--- src/rtl/pkt_fifo_writer.sv ---
// Packet ingress writer for fifo_sync: writes beats, rewinds the write pointer on
// reject/abort, and publishes commit_wptr. Optional counters: PKT_WRITER_STATS_EN.
module pkt_fifo_writer #(
  parameter int ADDR_WIDTH = 11,
  parameter int W_DATA     = 16,
  parameter int W_EL       = 18,
  parameter int MAX_BEATS  = 760,
  localparam int PTR_W     = ADDR_WIDTH + 1,
  localparam int LEN_W     = $clog2(MAX_BEATS + 1)
) (
  input  logic              clk,
  input  logic              reset,
  input  logic              in_valid,
  input  logic              in_sop,
  input  logic              in_eop,
  input  logic [W_DATA-1:0] in_data,
  input  logic              in_drop,
  output logic              fifo_wen,
  output logic [W_EL-1:0]   fifo_wdata,
  input  logic              fifo_full,
  input  logic [PTR_W-1:0]  fifo_wptr,
  output logic              fifo_wrst,
  output logic [PTR_W-1:0]  fifo_rst_wptr,
  output logic [PTR_W-1:0]  commit_wptr,
  output logic              pkt_commit,
  output logic [LEN_W-1:0]  pkt_len
`ifdef PKT_WRITER_STATS_EN
  ,
  output logic [31:0]       cnt_ok,
  output logic [31:0]       cnt_drop,
  output logic [31:0]       cnt_err
`endif
);

  localparam logic [1:0] IDLE    = 2'd0;
  localparam logic [1:0] PKT     = 2'd1;
  localparam logic [1:0] DISCARD = 2'd2;

  localparam logic [LEN_W-1:0] MAX_CNT = LEN_W'(MAX_BEATS);

  logic [1:0]       state_q, state_d;
  logic [LEN_W-1:0] beat_cnt_q, beat_cnt_d;
  logic [PTR_W-1:0] start_ptr_q, start_ptr_d;
  logic [PTR_W-1:0] commit_wptr_q, commit_wptr_d;
  logic [LEN_W-1:0] pkt_len_q, pkt_len_d;
  logic             pkt_commit_q, pkt_commit_d;

  logic wen, wrst, commit, ev_drop, ev_err;

  // NOTE: every signal assigned here gets a default first, so no path leaves
  // one unassigned and no latch is inferred.
  always_comb begin
    state_d     = state_q;
    beat_cnt_d  = beat_cnt_q;
    start_ptr_d = start_ptr_q;
    wen         = 1'b0;
    wrst        = 1'b0;
    commit      = 1'b0;
    ev_drop     = 1'b0;
    ev_err      = 1'b0;

    if (in_valid) begin
      case (state_q)
        IDLE: begin
          if (in_sop) begin
            if (!fifo_full) begin
              start_ptr_d = fifo_wptr;
              beat_cnt_d  = LEN_W'(1);
              if (in_eop && in_drop) begin
                wrst    = 1'b1;
                ev_drop = 1'b1;
              end else begin
                wen = 1'b1;
                if (in_eop) commit = 1'b1;
                else        state_d = PKT;
              end
            end else begin
              ev_err = 1'b1;
              if (!in_eop) state_d = DISCARD;
            end
          end
        end

        PKT: begin
          // Abort conditions win over the filter verdict on the same beat.
          if (in_sop || fifo_full || (beat_cnt_q == MAX_CNT)) begin
            wrst    = 1'b1;
            ev_err  = 1'b1;
            state_d = (in_eop && !in_sop) ? IDLE : DISCARD;
          end else if (in_eop && in_drop) begin
            wrst    = 1'b1;
            ev_drop = 1'b1;
            state_d = IDLE;
          end else begin
            wen        = 1'b1;
            beat_cnt_d = beat_cnt_q + LEN_W'(1);
            if (in_eop) begin
              commit  = 1'b1;
              state_d = IDLE;
            end
          end
        end

        DISCARD: begin
          if (in_eop) state_d = IDLE;
        end

        default: state_d = IDLE;
      endcase
    end
  end

  // A single-beat reject rewinds to the pointer it was sampled at, which is
  // exactly the start pointer being loaded that cycle.
  assign fifo_rst_wptr = start_ptr_d;
  assign fifo_wdata    = {in_sop, in_eop, in_data};
  assign fifo_wen      = wen  & ~reset;
  assign fifo_wrst     = wrst & ~reset;

  always_comb begin
    pkt_commit_d  = commit;
    commit_wptr_d = commit_wptr_q;
    pkt_len_d     = pkt_len_q;
    if (commit) begin
      commit_wptr_d = fifo_wptr + PTR_W'(1);
      pkt_len_d     = beat_cnt_d;
    end
  end

  // NOTE: state registers use non-blocking assignments so every flop samples
  // the pre-edge values regardless of statement order.
  always_ff @(posedge clk) begin
    if (reset) begin
      state_q       <= IDLE;
      beat_cnt_q    <= '0;
      start_ptr_q   <= '0;
      commit_wptr_q <= '0;
      pkt_len_q     <= '0;
      pkt_commit_q  <= 1'b0;
    end else begin
      state_q       <= state_d;
      beat_cnt_q    <= beat_cnt_d;
      start_ptr_q   <= start_ptr_d;
      commit_wptr_q <= commit_wptr_d;
      pkt_len_q     <= pkt_len_d;
      pkt_commit_q  <= pkt_commit_d;
    end
  end

  assign commit_wptr = commit_wptr_q;
  assign pkt_len     = pkt_len_q;
  assign pkt_commit  = pkt_commit_q;

`ifdef PKT_WRITER_STATS_EN
  logic [31:0] cnt_ok_q, cnt_drop_q, cnt_err_q;

  always_ff @(posedge clk) begin
    if (reset) begin
      cnt_ok_q   <= '0;
      cnt_drop_q <= '0;
      cnt_err_q  <= '0;
    end else begin
      if (commit  && (cnt_ok_q   != '1)) cnt_ok_q   <= cnt_ok_q   + 32'd1;
      if (ev_drop && (cnt_drop_q != '1)) cnt_drop_q <= cnt_drop_q + 32'd1;
      if (ev_err  && (cnt_err_q  != '1)) cnt_err_q  <= cnt_err_q  + 32'd1;
    end
  end

  assign cnt_ok   = cnt_ok_q;
  assign cnt_drop = cnt_drop_q;
  assign cnt_err  = cnt_err_q;
`endif

endmodule

--- config.mk ---
export PLATFORM = sky130hd
export DESIGN_NAME = pkt_fifo_writer
export DESIGN_NICKNAME = d
export VERILOG_FILES = /design/src/rtl/pkt_fifo_writer.sv
export SDC_FILE = /design/constraint.sdc
export NUM_CORES = 1
export LEC_CHECK = 0
export CAP_MARGIN = 20
export CORE_MARGIN = 2
export CORE_UTILIZATION = 30
export DETAILED_ROUTE_END_ITERATION = 6
export GPL_TIMING_DRIVEN = 0
export HOLD_SLACK_MARGIN = 0.03
export SLEW_MARGIN = 20
export SYNTH_ARGS = -nofsm -noshare
export SYNTH_HDL_FRONTEND = slang
export SYNTH_SLANG_ARGS = --single-unit
export TNS_END_PERCENT = 50
--- constraint.sdc ---
create_clock -name clk -period 4.8 [get_ports clk]
set_input_delay 1.44 -clock clk [delete_from_list [all_inputs] [get_ports clk]]
set_output_delay 1.44 -clock clk [all_outputs]
set_load 0.005 [all_outputs]
==> reports/results.ini <==
[synth]
synth.distinct_cells=51
synth_nets=335
synth_area_um2=2653
synth_cells=297
synth_edf_count=0
synth_ff_type=dfxtp_1
yosysTopAreaCellShare=0.3547
syn_avg_cell_area_um2=8.931
netlist_top_cells_count=nand2_1, dfxtp_1, nor2_1
ys_seq_elements=47
yosys.area.top_type=dfxtp_1
synthTopCellsByArea=dfxtp_1, a211oi_2, nand2_1, buf_4, nor2_1
synth_most_common_cell=nand2_1
yosysSeqAreaShare=0.3547
async_flop_share=0
synthesis.yosys.warnings=0

[worst_hold_path]
holdPathStages=2
hold_path_class=flop to flop

[clocking]
cts_root_buf=clkbuf_8
cts.clk_slew.worst_paths_ps=90
cts_tree=yes
clock-sinks=47
hold_buffers=0
clk_latency_ps=310
h-tree-depth=2
cts_buffer_depth=2
cts_made_buffers=5

[grt]
grt_max_degree=16
grtUsageTotal=0.1448
grt_pass1_vias=2229
grt_pass1_wl_um=11390
overflow=0
antenna_found_initial=0

[finish]
drive_gt1_frac=0.2037
instances_no_fill=486
antenna_cells=0
fillers=871
fin_nets=415
syn2layout_area_growth_pct=37.12

[drt]
drc=0
drtAntennaViolNets=0
first_pass_iters=4
drt_iter0_markers=98
wl_per_cell_um=14.12
vias=2309
vias_per_cell=4.751
drt_wl_total_um=6861

[floorplan]
fp.dieH_um=98.03
core_um2=8636
die_area_um2=9610
start_util=0.3072
ios=90
die_w_um=98.03
row_count=34

[power]
p_leak_nw=1.341
ir_drop_mv=0.1583
total_power_mw=0.8534
p_per_area_nw_per_um2=234.6

[critical_path]
cp_max_fo=4
start_kind=input port
required_ps=3360
crit_type=input port to output port
arrival_ps=3340
endpoint_kind=output port
r2r_cells=5

[place]
dp_hpwl_um=5216
placed_cells=478
port_buffers=73
place.gp.congestion=0.8604

[sta]
maxSlewHeadroom=0.4251
post-route-period-util=0.9953
worst_pin_slew_ps=862.4
setup_violations=0
finClkSkew_ps=17.77
hold_viol_final=0
max_freq_mhz=209.3
drv_slew=0
post-route-min-period_ps=4777

[job]
drv_cap=0

[run_status]
status=finished clean

[cells by family (layout without fill, tap and decap cells)]
group | count (synthesis) | in the layout | synth area share
AOI/OAI and AO/OA | 53 | 53 | 0.1826
xor gates and xnor gates | 11 | 11 | 0.03632
adders and majority gates | 4 | 4 | 0.01793
buffers and inverters | 38 | 119 | 0.09244
DFF | 47 | 47 | 0.3547
muxes | 3 | 3 | 0.01509
and+or+nand+nor | 141 | 141 | 0.3009
[per-layer routing]
layer | global-route usage | part of all wire
met3 | 0.03436 | 0.062
met1 | 0.1928 | 0.47
met5 | 0 | 0
met4 | 0.03632 | 0.0080
met2 | 0.2371 | 0.46
[cell type report]
| class | count | area, µm² | area share |
|---|---|---|---|
| buffer | 32 | 226.5 | 0.06226 |
| clock buffer | 6 | 82.58 | 0.02270 |
| clock inverter | 2 | 38.79 | 0.01066 |
| inverter | 6 | 22.52 | 0.006192 |
| multi-input combinational | 212 | 1473 | 0.4049 |
| sequential | 47 | 940.9 | 0.2587 |
| tap | 108 | 135.1 | 0.03715 |
| timing repair buffer | 73 | 718.2 | 0.1975 |
[repair_timing]
item	CTS	global route
resized for setup	6	8
endpoints found under the setup margin	14	11
cloned	0	0
buffers inserted	0	0
[worst max-delay path: stages]
cell             delay, ps
clkdlybuf4s50_1        550
and2_1                 190
or3_1                  110
a21oi_1                 80
a2111oi_2              400
clkdlybuf4s50_1        570
[registers in the layout, summed over array words and instances (netlist names)]
name / cells
state_q: 2
commit_wptr: 12
pkt_len: 10
start_ptr_q: 12
beat_cnt_q: 10
pkt_commit: 1
[power by group]
group	leakage, nW	switching [mW]	internal, mW	total [mW]
registers	0.380	0.00438	0.398	0.402
logic	0.899	0.0646	0.0760	0.141
clock network	0.0618	0.139	0.171	0.310
[cell usage in the layout (no fill, tap or decap), types with 4 or more instances in the layout]
cell type / Yosys / layout
buf_4: 20 / 21
nor2b_4: 9 / 9
nand3_1: 6 / 6
nor2b_1: 5 / 5
inv_1: 6 / 6
a211oi_2: 20 / 20
nand4_1: 4 / 4
clkbuf_8: 0 / 6
a21oi_1: 11 / 11
xor2_1: 9 / 9
and3_1: 6 / 6
clkdlybuf4s50_1: 0 / 69
dfxtp_1: 47 / 47
nand2_1: 48 / 48
clkbuf_1: 4 / 4
nor2_1: 37 / 37
nand2b_1: 4 / 4
[per-stage QoR]
stage	instance area [µm²]	setup WS, ps	TNS, ps	hold slack, ps	util
final	3637	22.69	0	500.6	0.4212
after CTS	3638	-106.0	-106.0	491.5	0.4213
after floorplan	2653	1027	0	461.6	-
after detailed placement	3518	-269.9	-2995	476.6	0.4074
after global placement	3518	-294.3	-3115	476.8	0.4074
after global routing	3637	-45.74	-45.74	514.5	0.4212
[final timing paths]
path                       from         end  slack (ps)
setup / recovery        in_drop   fifo_wrst          20
hold / removal       pkt_len[1]  pkt_len[1]         500
setup reg to reg  beat_cnt_q[4]  pkt_len[9]        2860
hold reg to reg      pkt_len[1]  pkt_len[1]         500
(Power assumes the default switching activity.)
